[src/rtl/conv_pkg.sv]
// Shared types for the convolution tap sequencer.
//   state_e : sequencer FSM states
//   tap_t   : tap payload bundle, sized for the largest supported configuration
//   out_dim : number of output positions along one axis for a given image/kernel/stride
package conv_pkg;

  // Upper bounds for the payload bundle; instances slice down to their own widths.
  localparam int unsigned TapAddrW = 24;
  localparam int unsigned TapIdxW  = 8;

  typedef enum logic [1:0] {
    StIdle = 2'd0,
    StRun  = 2'd1,
    StDone = 2'd2
  } state_e;

  typedef struct packed {
    logic [TapAddrW-1:0] addr;
    logic [TapIdxW-1:0]  kr;
    logic [TapIdxW-1:0]  kc;
    logic                first;
    logic                last;
    logic                frame_last;
  } tap_t;

  // stride must be >= 1; integer division floors partial windows away.
  function automatic int unsigned out_dim(input int unsigned img, input int unsigned k,
                                          input int unsigned stride);
    return (img - k) / stride + 1;
  endfunction

endpackage

[src/rtl/conv_tap_sequencer_idx_cnt.sv]
// Wrapping index counter used for kc, kr, out_col and out_row.
//   clk_i  : clock
//   rst_i  : synchronous active-high reset
//   clr_i  : synchronous clear, wins over en_i
//   en_i   : advance by one, wrapping Max -> 0
//   cnt_o  : current index
//   max_o  : index equals Max, i.e. the next advance wraps and carries outward
module conv_tap_sequencer_idx_cnt #(
  parameter int unsigned Width = 4,
  parameter int unsigned Max   = 3
) (
  input  logic             clk_i,
  input  logic             rst_i,
  input  logic             clr_i,
  input  logic             en_i,
  output logic [Width-1:0] cnt_o,
  output logic             max_o
);

  logic [Width-1:0] cnt_q, cnt_d;

  assign max_o = (cnt_q == Width'(Max));
  assign cnt_o = cnt_q;

  always_comb begin
    cnt_d = cnt_q;
    if (clr_i) begin
      cnt_d = '0;
    end else if (en_i) begin
      cnt_d = max_o ? '0 : cnt_q + Width'(1);
    end
  end

  always_ff @(posedge clk_i) begin
    if (rst_i) begin
      cnt_q <= '0;
    end else begin
      cnt_q <= cnt_d;
    end
  end

endmodule

[src/rtl/conv_tap_sequencer.sv]
// Kernel-tap address generator for one convolution pass over a row-major feature map.
//   clk_i, rst_i        : clock, synchronous active-high reset
//   start_i             : begin a pass (only honoured when idle)
//   abort_i             : cancel a running pass, no done pulse
//   busy_o, done_o      : running / one-cycle end-of-pass pulse
//   tap_valid_o/ready_i : tap handshake
//   tap_addr_o          : (out_row*STRIDE+kr)*IMG_W + out_col*STRIDE + kc
//   tap_kr_o, tap_kc_o  : kernel row/column of the current tap
//   tap_first_o/last_o  : first/last tap of a window; frame_last_o marks the last tap of the pass
//   out_row_o/out_col_o : current output position
module conv_tap_sequencer
  import conv_pkg::*;
#(
  parameter int unsigned IMG_W  = 28,
  parameter int unsigned IMG_H  = 28,
  parameter int unsigned K      = 5,
  parameter int unsigned STRIDE = 1,
  parameter int unsigned ADDR_W = $clog2(IMG_W * IMG_H),
  localparam int unsigned OUT_W = out_dim(IMG_W, K, STRIDE),
  localparam int unsigned OUT_H = out_dim(IMG_H, K, STRIDE),
  localparam int unsigned KW    = $clog2(K + 1),
  localparam int unsigned RowW  = $clog2(OUT_H + 1),
  localparam int unsigned ColW  = $clog2(OUT_W + 1)
) (
  input  logic              clk_i,
  input  logic              rst_i,
  input  logic              start_i,
  input  logic              abort_i,
  output logic              busy_o,
  output logic              done_o,
  output logic              tap_valid_o,
  input  logic              tap_ready_i,
  output logic [ADDR_W-1:0] tap_addr_o,
  output logic [KW-1:0]     tap_kr_o,
  output logic [KW-1:0]     tap_kc_o,
  output logic              tap_first_o,
  output logic              tap_last_o,
  output logic              frame_last_o,
  output logic [RowW-1:0]   out_row_o,
  output logic [ColW-1:0]   out_col_o
);

  localparam logic [ADDR_W-1:0] KrStep  = ADDR_W'(IMG_W);
  localparam logic [ADDR_W-1:0] ColStep = ADDR_W'(STRIDE);
  localparam logic [ADDR_W-1:0] RowStep = ADDR_W'(STRIDE * IMG_W);

  state_e state_q;
  logic   busy_q, done_q;

  logic            hs, clr, frame_end;
  logic            en_kr, en_col, en_row;
  logic            kc_max, kr_max, col_max, row_max;
  logic [KW-1:0]   kc_cnt, kr_cnt;
  logic [ColW-1:0] col_cnt;
  logic [RowW-1:0] row_cnt;

  logic [ADDR_W-1:0] kr_off_q, kr_off_d;
  logic [ADDR_W-1:0] col_base_q, col_base_d;
  logic [ADDR_W-1:0] row_base_q, row_base_d;

  tap_t tap;

  // busy_q is high exactly while in StRun, so it doubles as tap_valid.
  assign hs        = busy_q & tap_ready_i;
  // Indices are held at zero outside a pass; abort wins over a same-cycle handshake.
  assign clr       = ~busy_q | abort_i;
  assign frame_end = kc_max & kr_max & col_max & row_max;

  // Carry chain, innermost first.
  assign en_kr  = hs & kc_max;
  assign en_col = en_kr & kr_max;
  assign en_row = en_col & col_max;

  conv_tap_sequencer_idx_cnt #(.Width(KW), .Max(K - 1)) u_cnt_kc (
    .clk_i (clk_i),
    .rst_i (rst_i),
    .clr_i (clr),
    .en_i  (hs),
    .cnt_o (kc_cnt),
    .max_o (kc_max)
  );

  conv_tap_sequencer_idx_cnt #(.Width(KW), .Max(K - 1)) u_cnt_kr (
    .clk_i (clk_i),
    .rst_i (rst_i),
    .clr_i (clr),
    .en_i  (en_kr),
    .cnt_o (kr_cnt),
    .max_o (kr_max)
  );

  conv_tap_sequencer_idx_cnt #(.Width(ColW), .Max(OUT_W - 1)) u_cnt_col (
    .clk_i (clk_i),
    .rst_i (rst_i),
    .clr_i (clr),
    .en_i  (en_col),
    .cnt_o (col_cnt),
    .max_o (col_max)
  );

  conv_tap_sequencer_idx_cnt #(.Width(RowW), .Max(OUT_H - 1)) u_cnt_row (
    .clk_i (clk_i),
    .rst_i (rst_i),
    .clr_i (clr),
    .en_i  (en_row),
    .cnt_o (row_cnt),
    .max_o (row_max)
  );

  // Address bases track the counters: kr*IMG_W, out_col*STRIDE, out_row*STRIDE*IMG_W.
  always_comb begin
    kr_off_d   = kr_off_q;
    col_base_d = col_base_q;
    row_base_d = row_base_q;
    if (clr) begin
      kr_off_d   = '0;
      col_base_d = '0;
      row_base_d = '0;
    end else begin
      if (en_kr)  kr_off_d   = kr_max  ? '0 : kr_off_q + KrStep;
      if (en_col) col_base_d = col_max ? '0 : col_base_q + ColStep;
      if (en_row) row_base_d = row_max ? '0 : row_base_q + RowStep;
    end
  end

  always_ff @(posedge clk_i) begin
    if (rst_i) begin
      kr_off_q   <= '0;
      col_base_q <= '0;
      row_base_q <= '0;
    end else begin
      kr_off_q   <= kr_off_d;
      col_base_q <= col_base_d;
      row_base_q <= row_base_d;
    end
  end

  always_ff @(posedge clk_i) begin
    if (rst_i) begin
      state_q <= StIdle;
      busy_q  <= 1'b0;
      done_q  <= 1'b0;
    end else begin
      done_q <= 1'b0;
      case (state_q)
        StIdle: begin
          if (start_i) begin
            state_q <= StRun;
            busy_q  <= 1'b1;
          end
        end
        StRun: begin
          if (abort_i) begin
            state_q <= StIdle;
            busy_q  <= 1'b0;
          end else if (hs && frame_end) begin
            state_q <= StDone;
            busy_q  <= 1'b0;
            done_q  <= 1'b1;
          end
        end
        StDone: begin
          state_q <= StIdle;
        end
        default: begin
          state_q <= StIdle;
          busy_q  <= 1'b0;
        end
      endcase
    end
  end

  // Flags are gated with busy_q so every output reads zero outside a pass.
  always_comb begin
    tap            = '0;
    tap.addr       = TapAddrW'(row_base_q + col_base_q + kr_off_q + ADDR_W'(kc_cnt));
    tap.kr         = TapIdxW'(kr_cnt);
    tap.kc         = TapIdxW'(kc_cnt);
    tap.first      = busy_q & (kr_cnt == '0) & (kc_cnt == '0);
    tap.last       = busy_q & kr_max & kc_max;
    tap.frame_last = busy_q & frame_end;
  end

  logic unused_tap;
  assign unused_tap = ^tap;

  assign busy_o       = busy_q;
  assign done_o       = done_q;
  assign tap_valid_o  = busy_q;
  assign tap_addr_o   = tap.addr[ADDR_W-1:0];
  assign tap_kr_o     = tap.kr[KW-1:0];
  assign tap_kc_o     = tap.kc[KW-1:0];
  assign tap_first_o  = tap.first;
  assign tap_last_o   = tap.last;
  assign frame_last_o = tap.frame_last;
  assign out_row_o    = row_cnt;
  assign out_col_o    = col_cnt;

endmodule

[config.mk]
export PLATFORM = sky130hd
export DESIGN_NAME = conv_tap_sequencer
export DESIGN_NICKNAME = d
export VERILOG_FILES = /design/src/rtl/conv_pkg.sv /design/src/rtl/conv_tap_sequencer_idx_cnt.sv /design/src/rtl/conv_tap_sequencer.sv
export SDC_FILE = /design/constraint.sdc
export NUM_CORES = 1
export LEC_CHECK = 0
export BUFFER_PORTS_ARGS = -buffer_cell sky130_fd_sc_hd__buf_2
export CAP_MARGIN = 10
export CORE_MARGIN = 1.5
export CORE_UTILIZATION = 60
export DETAILED_ROUTE_END_ITERATION = 8
export PLACE_DENSITY = 0.78
export SYNTH_ARGS = -nofsm -noshare
export SYNTH_HDL_FRONTEND = slang
export SYNTH_HIERARCHICAL = 1
export SYNTH_SLANG_ARGS = --single-unit
[constraint.sdc]
create_clock -name clk_i -period 4.97 [get_ports clk_i]
set_input_delay 0.994 -clock clk_i [delete_from_list [all_inputs] [get_ports clk_i]]
set_output_delay 0.994 -clock clk_i [all_outputs]
set_load 0.02 [all_outputs]
; ---- Word-level counts from Yosys, hierarchy flattened
; Index checks and enable logic that the tools add are counted.
[classes]
muxes = 16
reduce_logical = 8
bitwise = 16
add_sub_neg = 10
n_eq_ne = 8
[op_table]
columns = cell, n
row1 = $mux W10, 3
row2 = $add A10 B10 Y10, 2
row3 = $add A10 B5 Y10 const B, 2
row4 = $and A1 B1 Y1, 12
row5 = $add A10 B1 Y10 const B, 1
row6 = $add A10 B3 Y10, 1
row7 = $add A5 B1 Y5 const B, 2
row8 = $eq A5 B5 Y1 const B, 2
row9 = $mux W5, 2
row10 = $add A3 B1 Y3 const B, 2
row11 = $eq A3 B3 Y1 const B, 2
row12 = $logic_not A3 Y1, 2
row13 = $mux W2, 3
row14 = $mux W3, 2
row15 = $mux W1, 4
row16 = $pmux W2 S2, 1
row17 = $ne A3 B3 Y1 const B, 1
row18 = $not A1 Y1, 3
row19 = $pmux W1 S3, 1
row20 = $reduce_and A3 Y1, 1
row21 = $reduce_or A3 Y1, 1
row22 = $eq A2 B1 Y1 const B, 1
row23 = $eq A2 B2 Y1 const B, 1
row24 = $logic_not A2 Y1, 1
row25 = 5 further kinds, 5
[totals]
ff_bits = 50
inputBits = 5

; ---- Longest topological paths before layout
; Gate-level depths: netlist of the first run.
[depth]
depth_word = 8
ltp_mapped = 11
depth_no_buf = 9

; ---- By module
; Netlist of the first run, hierarchy kept.
[by_module_without_submodules]
columns = mod, area_per_inst_um2, seq_area_each_um2, instances, cells_each
row1 = conv_tap_sequencer, 2031.9, 600.6, 1, 238
row2 = conv_tap_sequencer_idx_cnt (u_cnt_col ...), 236.5, 100.1, 2, 25
row3 = conv_tap_sequencer_idx_cnt (u_cnt_kc ...), 170.2, 60.1, 2, 19

; ---- Worst setup path before layout of the first run
; OpenSTA, ideal clock, no wires.
[synth_path]
path_kind = reg2out
from = reg u_cnt_kc.cnt_q[2], in the netlist u_cnt_kc/cnt_o[2]
to = out tap_addr_o[8]
required_time_ns = 3.976
t_arrival_ns = 2.701
slack_ns = 1.275
stages_incl_launch_ff = 10
path_buffers = 0
path_cell_list = dfxtp_1 -> inv_1 -> fa_1 -> fa_1 -> inv_1 -> ha_1 -> a21oi_1 -> o21ai_0 -> o41ai_1 -> xnor2_1
[synth_between]
elab_chain_cells = 1
[synth_rtl]
columns = item, line_no
row1 = from (decl), conv_tap_sequencer_idx_cnt.sv:20  ; logic [Width-1:0] cnt_q, cnt_d;
row2 = from (signal assigned), conv_tap_sequencer_idx_cnt.sv:38  ; cnt_q <= cnt_d;
row3 = $add A10 B3 Y10, conv_tap_sequencer.sv:176  ; tap.addr = TapAddrW'(row_base_q + col_base_q + kr_off_q + ADDR_W'(kc_cnt));
row4 = to (decl), conv_tap_sequencer.sv:33  ; output logic [ADDR_W-1:0] tap_addr_o,
; No other way between the ends.

; ---- Worst setup path in the final report of the first run
; Same ends and word-level chain as after synthesis.

==> flow_summary.toml, run 1 <==
[run_status]
status = "finished clean"

[place]
place.gp.congestion = 0.814
dpl-instance-area_mm2 = 0.00304
pre_cts_slack_ps = 1180
io_buffer_count = 36
hpwl_um = 4570

[clocking]
path_clk_slew_ps = 80
cts_hold_buf = 0
cts_tree = "done"
cts_setup_buffers = 0
cts_buffers = 5
cts_max_level = 2
post_cts_resized = 0
clkLatencyLatePin_ps = 300
cts_sinks = 46
clockBufferDepth = 2
cts_root_buf = "clkbuf_8"

[yosys]
synth.avg_cell_area_um2 = 8.73
synth-edff-count = 0
yosysWarningCount = 6
synthDistinctLibCells = 46
syn_area_mm2 = 0.00285
ys.flop_type = "dfxtp_1"
ys_seq_area_share_pct = 32.4
synthCells = 326
synthesis.nets = 365
async_flop_share_pct = 0
yosys_register_bits = 46

[power_and_ir_drop]
peakVddDrop_mv = 0.206
power.share.combinational_pct = 3.7
power.clock.fraction_pct = 36.3
p_switching_mw = 0.143
p_int_mw = 0.477
pwr_density_cell_mw_per_mm2 = 198
power_mw = 0.620
power_switching_share_pct = 23.1
seqPwrFrac_pct = 60.0
leakagePower_nw = 1.34

[die]
die_w_um = 71.9
die-area_mm2 = 0.00516
core.rowCount = 24
initial_utilization_pct = 64.0
io_pins = 37
coreArea_mm2 = 0.00444
dieHeight_um = 71.9

[setup_path]
end_kind = "output pin"
critPathMaxStageDelay_ps = 500
cp_max_fo = 6
cp_cell_sequence = "inv_1, fa_1, fa_1, inv_1, ha_1, a21oi_1, o21ai_0, o41ai_1, xnor2_1, buf_2"
worst-setup-path-type = "flip-flop to output pin"
rrSetupSlack_ps = 2270
cp.arrival_ps = 3080
start_kind = "flip-flop"
crit_path_top_delay_cell = "fa_1"
crit_required_ps = 3980

[sta]
rsz0062_at_grt = "false"
fin_ws_ps = 894
max_slew_margin_pct = 53.7
tns_ps = 0
drv_slew = 0
max_freq_mhz = 245
finalHoldViolCount = 0
fin_crit_ps = 4080
final-setup-viol-count = 0
finClkSkew_ps = 9.29
fin_crit_sh_pct = 82.0
worst_slew_pin_slew_ps = 694

[finish]
stdcell_area_mm2 = 0.00313
most-common-layout-cells = "dfxtp_1 (46), buf_2 (36), inv_1 (30), nor2_1 (30), ha_1 (26)"
final_nets = 399
n_antenna_cell = 0
layout_commonest_cell = "dfxtp_1"
area_delta_synth_final_pct = 10.0
drive_gt1_share_pct = 15.5

[global_routing]
globalRouteMet2Util_pct = 42.2
track_usage_pct = 25.2
busiest_layer = "met2"
grt_use_met3_pct = 5.20
grt_pass1_vias = 2308
grt_pass1_wl_um = 10400
antenna_found_initial = 0
overflow = 0
met1_usage_pct = 32.5
grt_max_degree = 21

[drt]
wire_per_inst_um = 14.1
drcViolationCount = 0
finalWirelength_um = 5820
vias = 2341
drt.antenna.violating_nets = 0
firstDrtPassIters = 6
drt-initial-drc-count = 108
vias_per_cell = 5.67

[job]
cap_violations = 0

[hold_path]
hp-class = "flip-flop to flip-flop"
-- Yosys cell counts (3+ instances only) --
master    instances  area [µm²]
or2_2             3        18.8
inv_1            30         113
nand2_1          18        67.6
nor2_1           30         113
a31oi_1           4        25.0
or3_1             7        43.8
nand4_1           5        31.3
clkbuf_1          6        22.5
nand2b_1         10        62.6
nor4_1            6        37.5
nor2b_1           8        50.1
ha_1             26         325
mux2i_1           4        40.0
o21ai_0          13        65.1
xnor2_1          23         201
fa_1              8         160
dfxtp_1          46         921
xor2_1            6        52.6
nor3_1           10        50.1
a21oi_1          15        75.1
nand3_1          12        60.1
-- flip-flops by register name, summed over array words and instances, names as in the netlist --
| name | cells |
|---|---|
| busy_o | 1 |
| kr_off_q | 8 |
| u_cnt_kc/cnt_o | 3 |
| col_base_q | 10 |
| done_o | 1 |
| state_q | 2 |
| u_cnt_col/cnt_o | 5 |
| u_cnt_row/cnt_o | 5 |
| u_cnt_kr/cnt_o | 3 |
| row_base_q | 8 |
-- critical path: cells and delay by family, from the launching register on --
| family | cells | cell delay (ps) |
|---|---|---|
| xor+xnor | 1 | 160 |
| fa+ha+maj | 3 | 1160 |
| buf+inv | 3 | 320 |
| flops | 1 | 400 |
| compound gates | 3 | 750 |
-- stage by stage --
| step | hold WS [ps] | std cells | utilization [%] |
|---|---|---|---|
| after floorplan | 464 | 326 | - |
| after global placement | 484 | 405 | 68.5 |
| after detailed placement | 493 | 405 | 68.5 |
| after CTS | 508 | 413 | 70.4 |
| after global routing | 541 | 413 | 70.4 |
| final | 506 | 413 | 70.4 |
-- metal layers --
metal,up-vias,wire length [µm]
met5,-,0
met4,0,133
met3,11,241
met2,49,2780
met1,1102,2670
li1,1179,-
-- path summary, 6_finish.rpt --
path | endpoint | cells past startpoint | from
max reg2reg | u_cnt_row/cnt_o[3] | 9 | u_cnt_kr/cnt_o[0]
min reg2reg | done_o | 2 | state_q[0]
min | done_o | 2 | state_q[0]
max | tap_addr_o[8] | 10 | u_cnt_kc/cnt_o[2]
-- layout make-up --
| cell class | instances | area (µm²) |
|---|---|---|
| clock inverters | 2 | 13.8 |
| fillers | 360 | 1310 |
| flip-flops and latches | 46 | 921 |
| clock buffers | 6 | 72.6 |
| inverters | 30 | 113 |
| repair buffers | 36 | 180 |
| multi-input cells | 241 | 1770 |
| well taps | 52 | 65.1 |
-- power groups by stage --
stage               logic (mW)  clock network, mW  registers (mW)
global route            0.0253              0.251           0.373
finish                  0.0231              0.225           0.372
floorplan               0.0154                  0           0.381
detailed placement      0.0230                  0           0.381
global placement        0.0226                  0           0.381
CTS                     0.0231              0.229           0.372
-- cells by family after synthesis --
logic type | Yosys count | share of synthesized area [%]
mux | 4 | 1.41
fa+ha+maj | 34 | 17.1
simple gates | 126 | 24.0
compound gates | 48 | 10.7
xor+xnor | 29 | 8.93
flops | 46 | 32.4
buf+inv | 39 | 5.58
Power figures use the tool's default switching activity.
==> inputs of run 2 (changes only) <==
--- a/config.mk
+++ b/config.mk
@@ -5,12 +5,13 @@
 export SDC_FILE = /design/constraint.sdc
 export NUM_CORES = 1
 export LEC_CHECK = 0
+export ABC_AREA = 1
 export BUFFER_PORTS_ARGS = -buffer_cell sky130_fd_sc_hd__buf_2
 export CAP_MARGIN = 10
 export CORE_MARGIN = 1.5
-export CORE_UTILIZATION = 60
+export CORE_UTILIZATION = 53
 export DETAILED_ROUTE_END_ITERATION = 8
-export PLACE_DENSITY = 0.78
+export PLACE_DENSITY = 0.73
 export SYNTH_ARGS = -nofsm -noshare
 export SYNTH_HDL_FRONTEND = slang
 export SYNTH_HIERARCHICAL = 1
==> constraint.sdc (replaced) <==
create_clock -name clk_i -period 3.6 [get_ports clk_i]
set_input_delay 0.72 -clock clk_i [delete_from_list [all_inputs] [get_ports clk_i]]
set_output_delay 0.72 -clock clk_i [all_outputs]
set_load 0.02 [all_outputs]
==> flow_summary.toml, run 2 <==
[clocking]
cts_setup_buffers = 0
cts_hold_buf = 0
cts_max_level = 2
cts_tree = "done"
cts_buffers = 5
clkLatencyLatePin_ps = 310
cts_sinks = 46
post_cts_resized = 0
cts_root_buf = "clkbuf_8"
path_clk_slew_ps = 100
clockBufferDepth = 2

[power_and_ir_drop]
pwr_density_cell_mw_per_mm2 = 258
leakagePower_nw = 1.55
power_mw = 0.875
peakVddDrop_mv = 0.195

[setup_path]
critPathMaxStageDelay_ps = 510
crit_path_top_delay_cell = "fa_1"
worst-setup-path-type = "flip-flop to output pin"
start_kind = "flip-flop"
cp_max_fo = 5
cp.buffers_inverters = 3
end_kind = "output pin"
cp.arrival_ps = 2730
crit_required_ps = 2880
cp_top_family = "adder cells"
path_common_cell = "nand2_1"
cp_cell_sequence = "inv_1, fa_1, inv_1, ha_1, ha_2, nand2_1, o21ai_2, nand2_1, nand2_1, xor2_1, buf_2"

[die]
coreArea_mm2 = 0.00551
dieHeight_um = 78.6
die_w_um = 78.6
io_pins = 37
core.rowCount = 27
die-area_mm2 = 0.00619
initial_utilization_pct = 55.1

[yosys]
synth_most_common_cell = "nand2_1"
synth_top_area_cell = "dfxtp_1"
ys_seq_area_share_pct = 30.4
synth_commonest_cells = "nand2_1 (86), inv_1 (74), nor2_1 (48)"
synth.avg_cell_area_um2 = 7.26
syn_area_mm2 = 0.00303
ys.flop_type = "dfxtp_1"
async_flop_share_pct = 0
yosys_register_bits = 46
synthesis.nets = 457
synth-edff-count = 0
synth_top_area_share_pct = 30.4
synth_area_leaders = "dfxtp_1 (30%), ha_1 (11%), nand2_1 (11%)"
yosysWarningCount = 6
synthDistinctLibCells = 33
synthCells = 418

[finish]
registers.top_by_ff_count = "col_base_q"
n_antenna_cell = 0
final_nets = 498
largest_register_ff_count = 10
most-common-layout-cells = "nand2_1 (85), inv_1 (74), nor2_1 (48)"
largestRegisters = "col_base_q x10, kr_off_q x8, row_base_q x8"
fillers = 504
final_cells = 532
stdcell_area_mm2 = 0.00339
multi_input_area_mm2 = 0.00181
drive_gt1_share_pct = 17.0
layout_commonest_cell = "nand2_1"
ff_latch_area_um2 = 926
area_delta_synth_final_pct = 11.8

[sta]
worst_slew_pin_slew_ps = 515
max_freq_mhz = 290
fin_crit_ps = 3450
finalHoldViolCount = 0
hold_ws_ps = 460
drv_slew = 0
rsz0062_at_grt = "false"
max_slew_margin_pct = 65.6
final-setup-viol-count = 0
finClkSkew_ps = 13.8
tns_ps = 0
fin_crit_sh_pct = 95.8

[global_routing]
overflow = 0
grt_pass1_vias = 2299
globalRouteMet2Util_pct = 33.4
met1_usage_pct = 27.2
grt_max_degree = 19
busiest_layer = "met2"
track_usage_pct = 20.3
grt_use_met3_pct = 3.60
grt_pass1_wl_um = 10000
antenna_found_initial = 0

[drt]
drt-initial-drc-count = 91
firstDrtPassIters = 4
drt.antenna.violating_nets = 0
finalWirelength_um = 5980
drcViolationCount = 0
vias = 2601
wire_per_inst_um = 11.2
vias_per_cell = 4.89

[hold_path]
hp-class = "flip-flop to flip-flop"

[run_status]
status = "finished clean"

[place]
io_buffer_count = 36
dpl-instance-area_mm2 = 0.00328
dp.cells = 524
hpwl_um = 4710
place.gp.congestion = 0.809

[job]
cap_violations = 0
-- run 2: changes by cell type in the layout (fill, tap and decap cells not counted), moves of 8 or more --
cell and change:
nand3_1 +11, xnor2_1 -18, nor2_1 +18, inv_1 +44
a21oi_1 +13, nand2_1 +67, nor2b_1 -8, nand2b_1 -10
-- run 2: worst register-to-register path, delay by kind of cell (launching register included) --
family | cells | cell delay, ps
AND/OR/NAND/NOR | 6 | 1040
buffers and inverters | 3 | 450
flip-flops | 1 | 380
AO/OA/AOI/OAI | 1 | 170
adder cells (fa/ha/maj) | 1 | 160
-- run 2: path summary, 6_finish.rpt --
| path | cells past startpoint | from | to | slack [ps] |
|---|---|---|---|---|
| setup / recovery | 11 | col_base_q[5] | tap_addr_o[8] | 150 |
| hold / removal | 1 | row_base_q[2] | row_base_q[2] | 460 |
| setup reg to reg | 11 | u_cnt_kc/cnt_o[0] | u_cnt_row/cnt_o[4] | 1320 |
| hold reg to reg | 1 | row_base_q[2] | row_base_q[2] | 460 |
-- run 2: cell families after synthesis --
family / count (synthesis) / share of synthesized area, %
AOI/OAI and AO/OA: 50 / 8.99
and+or+nand+nor: 195 / 30.6
adders and majority gates: 34 / 16.0
buffers and inverters: 80 / 10.3
DFF: 46 / 30.4
xor gates and xnor gates: 13 / 3.75
-- run 2: report_power, final --
group	switching (mW)	internal, mW	total [mW]
logic	0.0240	0.0112	0.0352
clock network	0.190	0.137	0.327
registers	0.00274	0.510	0.513
total	0.217	0.658	0.875
-- run 2: area by class of cell --
cell class	count	share of cell area, %
clock inverters	3	0.627
repair buffers	36	5.31
clock buffers	5	2.03
flip-flops and latches	46	27.3
multi-input cells	292	53.4
well taps	72	2.66
inverters	78	8.63
-- run 2: layer usage --
metal,vias up,share of wire (%)
li1,1409,-
met1,1151,50
met2,35,46
met3,6,2.9
met4,0,1.2
met5,-,0
-- run 2: through the flow --
stage	util, %	setup WS [ps]
5_1_grt	61.6	4.40
3_3_place_gp	59.6	384
2_1_floorplan	-	297
3_5_place_dp	59.6	354
4_1_cts	61.3	15.9
6_report	61.6	151
